`config.mk`:
```
export PLATFORM = sky130hd
export DESIGN_NAME = controle_banco_registro
export DESIGN_NICKNAME = d
export VERILOG_FILES = /design/src/rtl/controle_banco_registro.sv
export SDC_FILE = /design/constraint.sdc
export NUM_CORES = 1
export LEC_CHECK = 0
export ABC_AREA = 1
export ABC_CLOCK_PERIOD_IN_PS = 1900
export CAP_MARGIN = 20
export CORE_MARGIN = 1.5
export CORE_UTILIZATION = 44
export CTS_BUF_LIST = sky130_fd_sc_hd__clkbuf_4
export DETAILED_ROUTE_END_ITERATION = 8
export MAX_ROUTING_LAYER = met4
export PLACE_DENSITY = 0.87
export SYNTH_ARGS = -nofsm -noshare
export SYNTH_HDL_FRONTEND = slang
export SYNTH_SLANG_ARGS = --single-unit
```
`constraint.sdc`:
```
create_clock -name clock -period 1.9 [get_ports clock]
set_clock_uncertainty 0.15 [all_clocks]
set_input_delay 0.38 -clock clock [delete_from_list [all_inputs] [get_ports clock]]
set_output_delay 0.38 -clock clock [all_outputs]
set_load 0.01 [all_outputs]
```
`src/rtl/controle_banco_registro.sv`:
```
`timescale 1ns/1ps
// Register-bank controller: reads two operands per decoded instruction,
// writes back execute results over the shared A/write port, and keeps a
// pending-write scoreboard that stalls RAW/WAW hazards at decode.
module controle_banco_registro #(
  parameter int bits_palavra  = 32,
  parameter int end_registros = 4,
  parameter int num_registros = 16
) (
  input  logic                     clock,
  input  logic                     reset,
  // decode side
  input  logic                     req_valid,
  output logic                     req_ready,
  input  logic [end_registros-1:0] req_rs1,
  input  logic [end_registros-1:0] req_rs2,
  input  logic [end_registros-1:0] req_rd,
  input  logic                     req_wr,
  // execute side
  output logic                     op_valid,
  input  logic                     op_ready,
  output logic [bits_palavra-1:0]  op_a,
  output logic [bits_palavra-1:0]  op_b,
  output logic [end_registros-1:0] op_rd,
  output logic                     op_wr,
  // writeback source
  input  logic                     wb_valid,
  output logic                     wb_ready,
  input  logic [end_registros-1:0] wb_addr,
  input  logic [bits_palavra-1:0]  wb_data,
  // register bank
  output logic                     Habilita,
  output logic [end_registros-1:0] IN_OUT_A,
  output logic [end_registros-1:0] OUT_B,
  output logic [bits_palavra-1:0]  E,
  input  logic [bits_palavra-1:0]  A,
  input  logic [bits_palavra-1:0]  B,
  // scoreboard
  output logic [num_registros-1:0] pend
);

  localparam logic [1:0] IDLE = 2'd0;
  localparam logic [1:0] RD   = 2'd1;
  localparam logic [1:0] OUT  = 2'd2;
  localparam logic [1:0] WB   = 2'd3;

  logic [1:0]               state;
  logic [1:0]               ret;
  logic [end_registros-1:0] rd_lat;
  logic                     wr_lat;
  logic                     hazard;
  logic                     wb_accept;
  logic                     req_accept;

  // Handshakes: writeback beats a new request, and the hazard check uses the
  // scoreboard as it stands. Reset holds every ready low.
  always_comb begin
    hazard     = pend[req_rs1] | pend[req_rs2] | (req_wr & pend[req_rd]);
    wb_ready   = reset & ((state == IDLE) | (state == OUT));
    req_ready  = reset & (state == IDLE) & ~wb_valid & ~hazard;
    op_valid   = (state == OUT) | ((state == WB) & (ret == OUT));
    wb_accept  = wb_valid & wb_ready;
    req_accept = req_valid & req_ready;
  end

  // Sequencer: IDLE -> RD -> OUT for reads, a one-cycle WB detour for writes
  // that returns to wherever it was entered from (ret).
  always_ff @(posedge clock or negedge reset) begin
    if (!reset) begin
      state  <= IDLE;
      ret    <= IDLE;
      rd_lat <= '0;
      wr_lat <= 1'b0;
    end else begin
      case (state)
        IDLE: begin
          if (wb_accept) begin
            ret   <= IDLE;
            state <= WB;
          end else if (req_accept) begin
            rd_lat <= req_rd;
            wr_lat <= req_wr;
            state  <= RD;
          end
        end
        RD:  state <= OUT;
        OUT: begin
          if (wb_accept) begin
            // a simultaneous op_ready consumes the operands now
            ret   <= op_ready ? IDLE : OUT;
            state <= WB;
          end else if (op_ready) begin
            state <= IDLE;
          end
        end
        WB:      state <= ret;
        default: state <= IDLE;
      endcase
    end
  end

  // Bank port drive: registered on posedge so the bank sees stable values at
  // its negedge. Habilita is a single-cycle pulse covering the WB cycle.
  always_ff @(posedge clock or negedge reset) begin
    if (!reset) begin
      Habilita <= 1'b0;
      IN_OUT_A <= '0;
      OUT_B    <= '0;
      E        <= '0;
    end else begin
      Habilita <= wb_accept;
      if (wb_accept) begin
        IN_OUT_A <= wb_addr;
        E        <= wb_data;
      end else if (req_accept) begin
        IN_OUT_A <= req_rs1;
        OUT_B    <= req_rs2;
      end
    end
  end

  // Operand capture at the end of the read cycle; held through OUT and WB.
  always_ff @(posedge clock or negedge reset) begin
    if (!reset) begin
      op_a  <= '0;
      op_b  <= '0;
      op_rd <= '0;
      op_wr <= 1'b0;
    end else if (state == RD) begin
      op_a  <= A;
      op_b  <= B;
      op_rd <= rd_lat;
      op_wr <= wr_lat;
    end
  end

  // Scoreboard: set when a writing instruction leaves RD, cleared when its
  // writeback is accepted. The two never happen in the same cycle since
  // writebacks are not accepted in RD.
  always_ff @(posedge clock or negedge reset) begin
    if (!reset) begin
      pend <= '0;
    end else begin
      if ((state == RD) && wr_lat) pend[rd_lat] <= 1'b1;
      if (wb_accept)               pend[wb_addr] <= 1'b0;
    end
  end

endmodule

```
=== Word-level counts from Yosys, hierarchy flattened ===
Cells that the tools add are included.

* Register bits after elaboration: 135
* Word-level logic and storage cells: 79
* Input bits: 118
* Output and inout port bits: 129

* Reduce and logical (&&, ||, !) cells: 10
* Equality and inequality tests: 8
* Muxes and demuxes: 23
* Bitwise gates (word level): 18
* Order comparisons: 7

{| class="wikitable"
|+ Operators with widths
! operator !! count
|-
| $mux W16 || 2
|-
| $lt A4 B5 Y1 const B || 5
|-
| $and A16 B16 Y16 || 1
|-
| $not A16 Y16 || 1
|-
| $or A16 B16 Y16 || 1
|-
| $mux W2 || 7
|-
| $bmux W1 S4 || 3
|-
| $and A1 B1 Y1 || 8
|-
| $demux W1 S4 || 2
|-
| $ge A4 B1 Y1 const B || 2
|-
| $mux W4 || 2
|-
| $pmux W2 S4 || 1
|-
| $eq A2 B2 Y1 const B || 3
|-
| $ne A3 B3 Y1 const B || 2
|-
| $reduce_and A3 Y1 || 2
|-
| $mux W1 || 5
|-
| $ne A2 B2 Y1 const B || 2
|-
| $or A1 B1 Y1 || 4
|-
| $pmux W2 S2 || 1
|-
| $reduce_and A2 Y1 || 2
|-
| $reduce_bool A2 Y1 || 2
|-
| $logic_and A1 B1 Y1 || 3
|-
| $not A1 Y1 || 3
|-
| $eq A2 B1 Y1 const B || 1
|-
| $logic_not A2 Y1 || 1
|}

=== Longest topological paths before layout ===
* Word-level depth: 10
* Depth in mapped cells: 12
* Depth with buffers taken out: 11

=== Worst setup path before layout ===
No wires, ideal clock.

* Kind: input-to-output
* Start point: in req_rs1[0]
* End point: out req_ready
* Path slack: 131 ps
* Stages: 9
* Buffers on the path: 1
* Arrival: 1239 ps
* Required time: 1370 ps
* Cells stage by stage: buf_4 -> clkinv_2 -> nand2_1 -> nand3_1 -> nand3_1 -> nand3_1 -> nand3_1 -> nor2_4 -> and2_1

* Longest elaborated chain between the ends: 6

{| class="wikitable"
|+ Ends and longest elaborated chain
! what !! line !! RTL
|-
| start: declaration || 15 || <nowiki>input logic [end_registros-1:0] req_rs1,</nowiki>
|-
| $bmux W1 S4 || 58 || <nowiki>hazard = pend[req_rs1] | pend[req_rs2] | (req_wr & pend[req_rd]);</nowiki>
|-
| $mux W1 (not written as such) || 58 ||
|-
| $or A1 B1 Y1 (2 in a row) || 58 ||
|-
| $not A1 Y1 || 60 || <nowiki>req_ready = reset & (state == IDLE) & ~wb_valid & ~hazard;</nowiki>
|-
| $and A1 B1 Y1 || 60 ||
|-
| end: declaration || 14 || <nowiki>output logic req_ready,</nowiki>
|}

Every way passes these cells. The select of a mux whose other input is x is not followed.

=== Worst setup path after layout ===
* Start point: in req_rd[0]
* End point: out req_ready

* Longest elaborated chain between the ends: 6

{| class="wikitable"
|+ Ends and longest elaborated chain
! what !! line !! RTL
|-
| start: declaration || 17 || <nowiki>input logic [end_registros-1:0] req_rd,</nowiki>
|-
| $bmux W1 S4 || 58 ||
|-
| $mux W1 (not written as such) || 58 ||
|-
| $and A1 B1 Y1 || 58 ||
|-
| $or A1 B1 Y1 || 58 ||
|-
| $not A1 Y1 || 60 ||
|-
| $and A1 B1 Y1 || 60 ||
|}

Every way passes these cells. The select of a mux whose other input is x is not followed.

==> results.md <==
* Initial antenna violation count at 0
* Vias/cell at 4.90
* Ys Warns at 0
* Met1 wire length at 6610 µm
* Crit path buffers/inverters at 4
* Syn Area/Cell at 8.30 µm²
* Final wirelength at 17300 µm
* Clock sink count at 134
* Switch share at 0.335
* Ports at 247
* Ys flop type: dfrtp_1
* DR WL met2 at 8820 µm
* Inserted Diodes at 0
* Peak supply drop at about 520 µV
* Async set-reset flop share out of synthesis at 1.00
* Pin count of the biggest net entering global routing at between 70 and 80
* Crit start category: input port
* DR top layer: met4
* Gr usage total at 0.269
* Fin crit share at 1.26
* Post-synthesis compound-gate area fraction at 0.0669
* Critical Path Fanout Max at 16
* Critical-path cell list: clkdlybuf4s50_1 -> buf_6 -> inv_1 -> nand2_1 -> nand3_1 -> nand3_1 -> nand3_1 -> nand2_1 -> nand2_2 -> and2_4 -> buf_6
* WS Path Type: in -> out
* Post-Synth XOR/XNOR Area at 0
* Most used cell, CP: nand3_1
* Final RePlAce weighted congestion at about 0.93
* Die area at roughly 14000 µm²
* IO Port Bufs at ~250
* Post-synth EDFFs at 0
* Hold Crit Class: in -> async
* Worst slew pin tran at roughly 0.94 ns
* Insertion delay to the later sink of the worst-skew pair at 0.53 ns
* Slowest cell on crit path: clkdlybuf4s50_1
* WP data required at 1.37 ns
* Final hold vios at 59
* Met3 routed WL at 1350 µm
* Post-synthesis adder-cell area fraction at 0
* Cells after DPL at ~1.1k
* Chip height at 117 µm
* Worst setup margin at -0.503 ns
* Top cells by count, synth: nand2_1, dfrtp_1, inv_1
* Post-synthesis mux area share at 0
* H-tree levels at 4
* Area occupied by multi-input gates at 2120 µm²
* Worst Path Arrival at 1.87 ns
* Syn Nets at 807
* Share of post-route cells with drive strength above 1 at 0.136
* Sequential power share at 0.448
* Gr ovfl total at 0
* #FFs+latches synth at 134
* Leakage at 4.76 nW
* RSZ-0062 raised after global routing: true
* Antenna-violating nets left at 0
* Synthesized cell area at between 5000 and 6000 µm²
* Area delta synth->final at 56.4%
* Violated checks: hold timing, setup timing
* Post-Synth Simple-Gate Area at 0.291
* Largest area contributor in the netlist: dfrtp_1
* Top cell type's share of synthesized area at 0.586
* Kind of cell adding the most delay to the critical path: buffers and inverters
* Pint at ~5.9 mW
* Final Max Tran Viols at 0
* Bufs on Longest Clock Path at 2
* Vias in the first global route at 5580
* Power Dens Cells at 993 nW/µm²
* # rows at 41
* Number of vias after detailed routing at 5717
* Final Non-Filler Cells at 1166
* Net Sw Power at 2.98 mW
* First-pass GRT wire length at roughly 27000 µm
* Synth Instances at 689
* Final hold slack at -0.183 ns
* Slew HR at 0.371
* Final-layout fill cell count at 1032
* TritonRoute pass-1 iters at 6
* Max Cap Viol at 0
* Largest family of logic cells by synthesized area: simple AND/OR/NAND/NOR gates
* Synth top area cells: dfrtp_1, nand2_1, nand3_1, a21oi_1, inv_1
* Period minus WS final at ~2.4 ns
* Most common cell in the netlist: nand2_1
* CTS Root Cell: clkbuf_4
* DR iter-0 viols at 455
* TritonCTS clock tree: yes
* Post-detail-place hpwl at 12600 µm
* Clk slew on worst S/H paths at 0.11 ns
* Max incr delay on CP at 0.47 ns
* Status: finished, violations left
* Gate power share at 0.342
* DRC at 0
* CP endpoint kind: primary output
* Initial core utilization at 0.451
* Wire length per cell at roughly 15 µm
* Seq/Total Area, Yosys at 0.586
* Clock share of power at 0.210
* Tot Pwr at around 8.9 mW
* CTS Buf Count at 17
* Core box area at 12700 µm²
* Die width at 117 µm
* Setup-failing EPs final at 2
* Distinct cells, synth at 26
* F_max at 0.416 GHz
* Register Area at around 3400 µm²
* Nets at 1100
==> cell usage in the layout, fill, tap and decap left out, types with 11 or more instances in the layout <==
cell type        instances
a21oi_1                 35
buf_4                   42
buf_6                   20
clkbuf_4                18
clkdlybuf4s50_1        116
dfrtp_1                130
dlygate4sd2_1          111
inv_1                   38
nand2_1                350
nand3_1                 34
nor2_1                  11
o21ai_0                 12
==> flip-flops by register name, indices dropped and copies added (netlist names) <==
name	count
ret	1
OUT_B	4
E	32
state	2
rd_lat	4
wr_lat	1
op_a	32
op_b	32
pend	16
Habilita	1
op_wr	1
IN_OUT_A	4
op_rd	4
==> power groups by stage <==
stage	clock, mW	sequential, mW	combinational, mW
floorplan	0	4.32	0.877
global placement	0	4.00	3.33
detailed placement	0	4.04	3.41
finish	1.87	3.98	3.03
global route	2.04	4.07	3.34
CTS	1.93	3.97	3.04
==> per-layer routing <==
metal,vias up,GRT usage
li1,2736,-
met1,2668,0.306
met2,262,0.445
met3,51,0.0814
met4,0,0.114
met5,-,-
==> cells by family (layout without fill, tap and decap cells) <==
family                 count (synthesis)  after routing
AOI/OAI and AO/OA                     66             66
buffers and inverters                 72            377
DFF                                  134            134
and+or+nand+nor                      417            417
==> per-stage QoR <==
stage | TNS, ns | utilization | hold slack, ns | area (µm²) | setup slack (ns)
2_1_floorplan | 0 | - | -0.0656 | 5720 | 0.131
3_3_place_gp | -32.80 | 0.685 | 0.303 | 8680 | -0.886
3_5_place_dp | -33.42 | 0.685 | 0.307 | 8680 | -0.920
4_1_cts | -0.658 | 0.700 | -0.187 | 8870 | -0.541
5_1_grt | -1.80 | 0.706 | -0.188 | 8950 | -0.611
6_report | -0.503 | 0.706 | -0.183 | 8950 | -0.503
==> repair_timing <==
item / CTS / global route
resized for setup: 191 / 28
cloned: 0 / 2
endpoints found under the hold margin: 59 / 59
endpoints found under the setup margin: 129 / 31
pin swaps: 3 / 2
setup buffers: 6 / 2
==> path summary, 6_finish.rpt <==
| kind | slack [ns] | cells past startpoint | to | start |
|---|---|---|---|---|
| max | -0.50 | 11 | req_ready | req_rd[0] |
| min | -0.18 | 2 | op_rd[3]$_DFFE_PN0P_ | reset |
| max reg2reg | 0.01 | 11 | rd_lat[1]$_DFFE_PN0P_ | pend[0]$_DFF_PN0_ |
| min reg2reg | 0.32 | 2 | op_a[24]$_DFFE_PN0P_ | op_a[24]$_DFFE_PN0P_ |
| max in group asynchronous | 0.36 | 3 | op_a[9]$_DFFE_PN0P_ | reset |
| min in group clock | 0.21 | 3 | op_a[7]$_DFFE_PN0P_ | A[7] |
==> layout make-up <==
cell class	instances	share of cell area
clock buffer	18	0.0151
clock inverter	13	0.0155
inverter	42	0.0178
multi-input combinational	483	0.237
sequential	134	0.375
tap	172	0.0241
timing repair buffer	304	0.315
Power figures use the tool's default switching activity.
